**src/rtl/decim_scheduler.sv**
```systemverilog
// -----------------------------------------------------------------------------
// decim_scheduler
//
// Shares one decimation datapath among NUM_CH sample sources. A round-robin
// arbiter grants at most one requesting channel per cycle and accepts its
// sample. Each channel keeps a phase counter against the decimation ratio R.
// Every R-th accepted sample of a channel is forwarded on data_out, tagged
// with its channel number. Ratio changes are staged in a pending register.
// They are committed during a single quiet HALT cycle in which no grant is
// made, and all phase counters restart from zero at that point.
//
// Ports
//   CLOCK_50   in   system clock, rising edge
//   reset      in   asynchronous, active-high reset
//   req        in   [NUM_CH]     per-channel request, held until own ack
//   data_in    in   [NUM_CH*DW]  channel i sample at [i*DW +: DW]
//   ack        out  [NUM_CH]     one-hot, one-cycle accept pulse
//   cfg_we     in   write strobe for cfg_ratio
//   cfg_ratio  in   [RW]         requested ratio (0 behaves as 1)
//   data_out   out  [DW]         decimated sample
//   ch_out     out  [clog2]      channel of data_out
//   valid_out  out  qualifier for data_out / ch_out
//   busy       out  ratio change pending or being applied
// -----------------------------------------------------------------------------
module decim_scheduler #(
  parameter int NUM_CH = 4,
  parameter int DW     = 16,
  parameter int RW     = 3
) (
  input  logic                       CLOCK_50,
  input  logic                       reset,
  input  logic [NUM_CH-1:0]          req,
  input  logic [NUM_CH*DW-1:0]       data_in,
  output logic [NUM_CH-1:0]          ack,
  input  logic                       cfg_we,
  input  logic [RW-1:0]              cfg_ratio,
  output logic [DW-1:0]              data_out,
  output logic [$clog2(NUM_CH)-1:0]  ch_out,
  output logic                       valid_out,
  output logic                       busy
);

  localparam int CW = $clog2(NUM_CH);

  localparam logic [0:0] ST_RUN  = 1'b0;
  localparam logic [0:0] ST_HALT = 1'b1;

  localparam logic [RW-1:0] RATIO_RST = RW'(2);

  // ---------------------------------------------------------------------------
  // Helper functions
  // ---------------------------------------------------------------------------

  // Effective ratio: a programmed ratio of zero behaves as one.
  function automatic logic [RW-1:0] eff_ratio(input logic [RW-1:0] r);
    return (r == '0) ? RW'(1) : r;
  endfunction

  // Round-robin pick: first eligible channel at or after ptr, wrapping.
  // Returns {found, index}. Offsets are scanned from farthest to nearest so
  // the nearest eligible channel is the one left in the result.
  function automatic logic [CW:0] rr_pick(input logic [NUM_CH-1:0] elig,
                                          input logic [CW-1:0]     ptr);
    logic [CW:0]   res;
    logic [CW-1:0] sel;
    int            idx;
    res = '0;
    for (int k = NUM_CH - 1; k >= 0; k--) begin
      idx = int'(ptr) + k;
      if (idx >= NUM_CH) idx = idx - NUM_CH;
      sel = CW'(idx);
      if (elig[sel]) res = {1'b1, sel};
    end
    return res;
  endfunction

  // Pointer advance modulo NUM_CH (NUM_CH need not be a power of two).
  function automatic logic [CW-1:0] next_ptr(input logic [CW-1:0] g);
    return (g == CW'(NUM_CH - 1)) ? '0 : g + CW'(1);
  endfunction

  // ---------------------------------------------------------------------------
  // State
  // ---------------------------------------------------------------------------
  logic [0:0]        r_state;
  logic [CW-1:0]     r_ptr;
  logic [RW-1:0]     r_ratio;
  logic [RW-1:0]     r_pend_ratio;
  logic              r_pend;
  logic [RW-1:0]     r_phase [NUM_CH];
  logic [NUM_CH-1:0] r_ack;
  logic [DW-1:0]     r_data;
  logic [CW-1:0]     r_ch;
  logic              r_valid;

  logic [NUM_CH-1:0] w_elig;
  logic [CW:0]       w_pick;
  logic              w_gnt_vld;
  logic [CW-1:0]     w_gnt;
  logic [RW-1:0]     w_last_phase;
  logic              w_emit;
  logic [DW-1:0]     w_samp [NUM_CH];

  // Unpack the flat sample bus into one word per channel.
  for (genvar gi = 0; gi < NUM_CH; gi++) begin : g_unpack
    assign w_samp[gi] = data_in[gi*DW +: DW];
  end

  // ---------------------------------------------------------------------------
  // Arbitration (combinational, from registered ack and ptr)
  // ---------------------------------------------------------------------------
  // The channel acked in the current cycle is masked out: its req may still
  // be high for one cycle while the requester reacts, and it must not be
  // granted twice for the same sample.
  assign w_elig       = req & ~r_ack;
  assign w_pick       = rr_pick(w_elig, r_ptr);
  assign w_gnt_vld    = w_pick[CW];
  assign w_gnt        = w_pick[CW-1:0];
  assign w_last_phase = eff_ratio(r_ratio) - RW'(1);
  assign w_emit       = (r_phase[w_gnt] == w_last_phase);

  // ---------------------------------------------------------------------------
  // Registered stage: grant, accept, decimate, config commit
  // ---------------------------------------------------------------------------
  always_ff @(posedge CLOCK_50 or posedge reset) begin
    if (reset) begin
      r_state      <= ST_RUN;
      r_ptr        <= '0;
      r_ratio      <= RATIO_RST;
      r_pend_ratio <= '0;
      r_pend       <= 1'b0;
      r_ack        <= '0;
      r_data       <= '0;
      r_ch         <= '0;
      r_valid      <= 1'b0;
      for (int i = 0; i < NUM_CH; i++) r_phase[i] <= '0;
    end else begin
      case (r_state)
        ST_RUN: begin
          if (w_gnt_vld) begin
            r_ack <= NUM_CH'(1) << w_gnt;
            r_ptr <= next_ptr(w_gnt);
            if (w_emit) begin
              r_data           <= w_samp[w_gnt];
              r_ch             <= w_gnt;
              r_valid          <= 1'b1;
              r_phase[w_gnt]   <= '0;
            end else begin
              r_phase[w_gnt]   <= r_phase[w_gnt] + RW'(1);
              r_valid          <= 1'b0;
            end
          end else begin
            r_ack   <= '0;
            r_valid <= 1'b0;
          end

          // A pending ratio (already registered) diverts to HALT; a write
          // arriving now only stages and halts on the following cycle.
          if (r_pend) r_state <= ST_HALT;
          if (cfg_we) begin
            r_pend_ratio <= cfg_ratio;
            r_pend       <= 1'b1;
          end
        end

        default: begin
          // Single quiet cycle: no grant, commit ratio, restart phases.
          // A write landing in this very cycle wins over the staged value.
          r_ack   <= '0;
          r_valid <= 1'b0;
          r_ratio <= cfg_we ? cfg_ratio : r_pend_ratio;
          r_pend  <= 1'b0;
          r_state <= ST_RUN;
          for (int i = 0; i < NUM_CH; i++) r_phase[i] <= '0;
        end
      endcase
    end
  end

  assign ack       = r_ack;
  assign data_out  = r_data;
  assign ch_out    = r_ch;
  assign valid_out = r_valid;
  assign busy      = r_pend | (r_state == ST_HALT);

endmodule

```
**config.mk**
```make
export PLATFORM = sky130hd
export DESIGN_NAME = decim_scheduler
export DESIGN_NICKNAME = d
export VERILOG_FILES = /design/src/rtl/decim_scheduler.sv
export SDC_FILE = /design/constraint.sdc
export NUM_CORES = 1
export LEC_CHECK = 0
export ABC_AREA = 1
export CORE_UTILIZATION = 48
export CTS_BUF_LIST = sky130_fd_sc_hd__clkbuf_8
export CTS_CLUSTER_SIZE = 30
export DETAILED_ROUTE_END_ITERATION = 6
export PLACE_DENSITY = 0.82
export SLEW_MARGIN = 30
export SYNTH_ARGS = -nofsm -noshare
export SYNTH_HDL_FRONTEND = slang
export SYNTH_SLANG_ARGS = --single-unit
```
**constraint.sdc**
```tcl
create_clock -name CLOCK_50 -period 2.9 [get_ports CLOCK_50]
set_input_delay 0.435 -clock CLOCK_50 [delete_from_list [all_inputs] [get_ports CLOCK_50]]
set_output_delay 0.435 -clock CLOCK_50 [all_outputs]
set_load 0.03 [all_outputs]
```
==> results of run 1 <==
## what timing repair did
action	in CTS	in global routing
setup endpoints to repair	0	11
endpoints found under the hold margin	0	0
gates resized for setup	0	1
hold buffers	0	0
## layout make-up
class / count / share of cell area
multi-input cells: 356 / 0.392
repair buffers: 115 / 0.262
flip-flops and latches: 45 / 0.261
inverters: 41 / 0.0362
well taps: 75 / 0.0217
clock buffers: 5 / 0.0159
clock inverters: 3 / 0.0107
## per-stage QoR
stage          setup slack (ps)  std cells   util
2_1_floorplan               394        464      -
3_3_place_gp               55.1        632  0.690
3_5_place_dp              -10.5        632  0.690
4_1_cts                     217        640  0.709
5_1_grt                    24.3        640  0.709
6_report                    273        640  0.709
## per-layer routing
layer  wire (um)  vias up
li1            -     1663
met1        3610     1493
met2        4200      122
met3         637       10
met4          95        0
met5           0        -
## state kept, by name, indices dropped and copies added, names as in the netlist
| name | cells |
|---|---|
| data_out | 16 |
| r_phase | 12 |
| ack | 4 |
| r_pend_ratio | 3 |
| r_ratio | 3 |
| ch_out | 2 |
| r_ptr | 2 |
| r_pend | 1 |
| r_state | 1 |
| valid_out | 1 |
## kinds of logic after synthesis
group                      Yosys count
muxes                                3
DFF                                 45
buffers and inverters               63
adders and majority gates            6
xor gates and xnor gates             4
and+or+nand+nor                    293
AOI/OAI and AO/OA                   50
## worst max-delay path by stage
stage | start | end | slack (ps) | cells past startpoint
after global routing | r_ptr[0] | r_phase[2] | 20 | 19
after CTS | r_ptr[0] | r_phase[2] | 220 | 14
after detailed placement | req[2] | r_phase[8] | -10 | 21
after floorplan | ack[2] | r_phase[10] | 390 | 19
after global placement | req[3] | r_phase[2] | 60 | 15
final | req[3] | r_phase[0] | 270 | 15
## tightest hold or removal path: stages (launching register included)
cell	delay [ps]
dfrtp_1	350
nand2_1	50
nand2_1	50
## cell usage in the layout, fill, tap and decap left out, types with 2 or more instances in the layout
master           count
o32ai_1             12
xor2_1               3
mux2_2               3
inv_1               35
o21ai_0             27
a21oi_1              3
clkbuf_8             5
buf_12               2
nand3_1             28
nand2_2              6
nor2_1              91
clkinv_1             2
ha_1                 6
nand2_4              3
nand2_1            152
o21ai_1              2
dfrtp_1             43
clkdlybuf4s50_1     97
nand3b_1             2
buf_4               16
nand3_2              7
o22ai_1              6
inv_2                3
==> flow_summary.yaml, run 1 <==
grt:
  met2_usage: 0.448
  grtUsageTotal: 0.262
  busiest_layer: "met2"
  antenna_found_initial: 0
  grt_pass1_wl_mm: 13.5
  grt_util_met1: 0.343
  grt_pass1_vias: 2918
  grt-ovfl-total: 0
  grt_max_degree: 46
  grt_util_met3: 0.0418
logic_synthesis:
  synth_compound_area_frac: 0.0974
  synth_xor_area_frac: 0.0113
  yosysTopAreaCell: "dfrtp_1"
  synth_edf_count: 0
  synthTopCellsByCount: "152 x nand2_1, 91 x nor2_1, 44 x dfrtp_1"
  ys_async_sr_fraction: 1.00
  post_synth_and_or_nand_nor_area_fraction: 0.402
  syn_inst: 464
  yosysMostFrequentCell: "nand2_1"
  synthAdderAreaFrac: 0.0241
  ys_types: 30
  synth_ff_type: "dfrtp_1"
  yosysSeqAreaShare: 0.363
  ys_warn_count: 0
  synth.net_count: 544
  yosys-top-cells-area: "dfrtp_1 35%, nand2_1 18%, nor2_1 11%"
  netlist_area_mm2: 0.00311
  synth_top_family_by_area: "simple AND/OR/NAND/NOR gates"
  synth_mux_area_frac: 0.0109
  yosysTopAreaCellShare: 0.354
  syn-mean-instance-area_um2: 6.70
  ys_seq_elements: 45
worst_hold_path:
  hold_path.class: "reg -> reg"
  holdPathStages: 2
  min_from: "data_out[10]"
  hold_path_end: "data_out[10]"
setup_path:
  crit_type: "in -> reg"
  path_cells: "clkdlybuf4s50_1, nand3_1, nand2_1, nand2_1, a21oi_1, nand2_1, inv_1, buf_4, ha_1, inv_1, nand3_1, nand2_1, inv_1, nand2_1, nand2_1"
  r2r-end: "r_phase[0]"
  start_kind: "input port"
  end_kind: "flip-flop"
  r2r_slack_ps: 330
  slowest_delay_ps: 500
  crit_required_ps: 3150
  reg2reg_from: "r_ptr[0]"
  r2r_cells: 15
  critPathTopFamily: "buffers and inverters"
  slowest_stage: "clkdlybuf4s50_1"
  critical_path_arrival_ps: 2870
  path_common_cell: "nand2_1"
  crit_buf_inv: 5
  crit_fanout: 29
route:
  viasPerCell: 5.14
  ant_nets: 0
  drtPass1Iterations: 4
  drc_errors: 0
  num_vias: 3288
  routed_wl_mm: 8.54
  post_drt_wl_per_cell_um: 13.3
  drtIter0Drc: 196
sta:
  finalClockSkew_ps: 4.72
  hold-worst-slack_ps: 476
  maxSlewHeadroom: 0.616
  max_freq_mhz: 381
  period_share: 0.906
  finalSetupViolCount: 0
  finalSetupTns_ps: 0
  worst_pin_slew_ps: 577
  final-hold-violation-count: 0
  rsz0062_at_grt: "false"
  fin_crit_ps: 2630
  slew_violations: 0
finish:
  final_cell_area_mm2: 0.00432
  final_nets: 644
  area_growth_pct: 39.0
  regArea_mm2: 0.00113
  nFillCells: 491
  multiInputGateArea_mm2: 0.00170
  drive_gt1_frac: 0.0938
  n_antenna_cell: 0
clocking:
  clk_pin_slew_ps: 90
  cts_tree: "done"
  clk_latency_ps: 300
  numCtsBuffers: 5
  cts-root-buf: "clkbuf_8"
  cts_setup_buffers: 0
  cts_num_sinks: 45
  htree_levels: 2
  clockBufferDepth: 2
placement:
  hpwl_mm: 6.50
  place.gp.congestion: 0.979
  dpl_cell_area_mm2: 0.00420
  portBuffers: 97
floorplanning:
  core_mm2: 0.00610
  start_util: 0.510
  ios: 98
  rows: 28
  dieArea_mm2: 0.00680
  die_h_um: 82.5
  die_w_um: 82.5
outcome:
  status: "finished, final reports clean"
flow_run:
  maxCapViolCount: 0
Power of run 1 is not shown: default switching activity piles up to over one toggle a cycle in this logic, so the estimate is an artifact.
==> run 2, diff against run 1 <==
--- a/config.mk
+++ b/config.mk
@@ -6,6 +6,7 @@
 export NUM_CORES = 1
 export LEC_CHECK = 0
 export ABC_AREA = 1
+export CAP_MARGIN = 20
 export CORE_UTILIZATION = 48
 export CTS_BUF_LIST = sky130_fd_sc_hd__clkbuf_8
 export CTS_CLUSTER_SIZE = 30
==> results of run 2 <==
Same layout as run 1: the final DEF is identical, and so are final timing and power.
Power of run 2 is left out for the same reason.
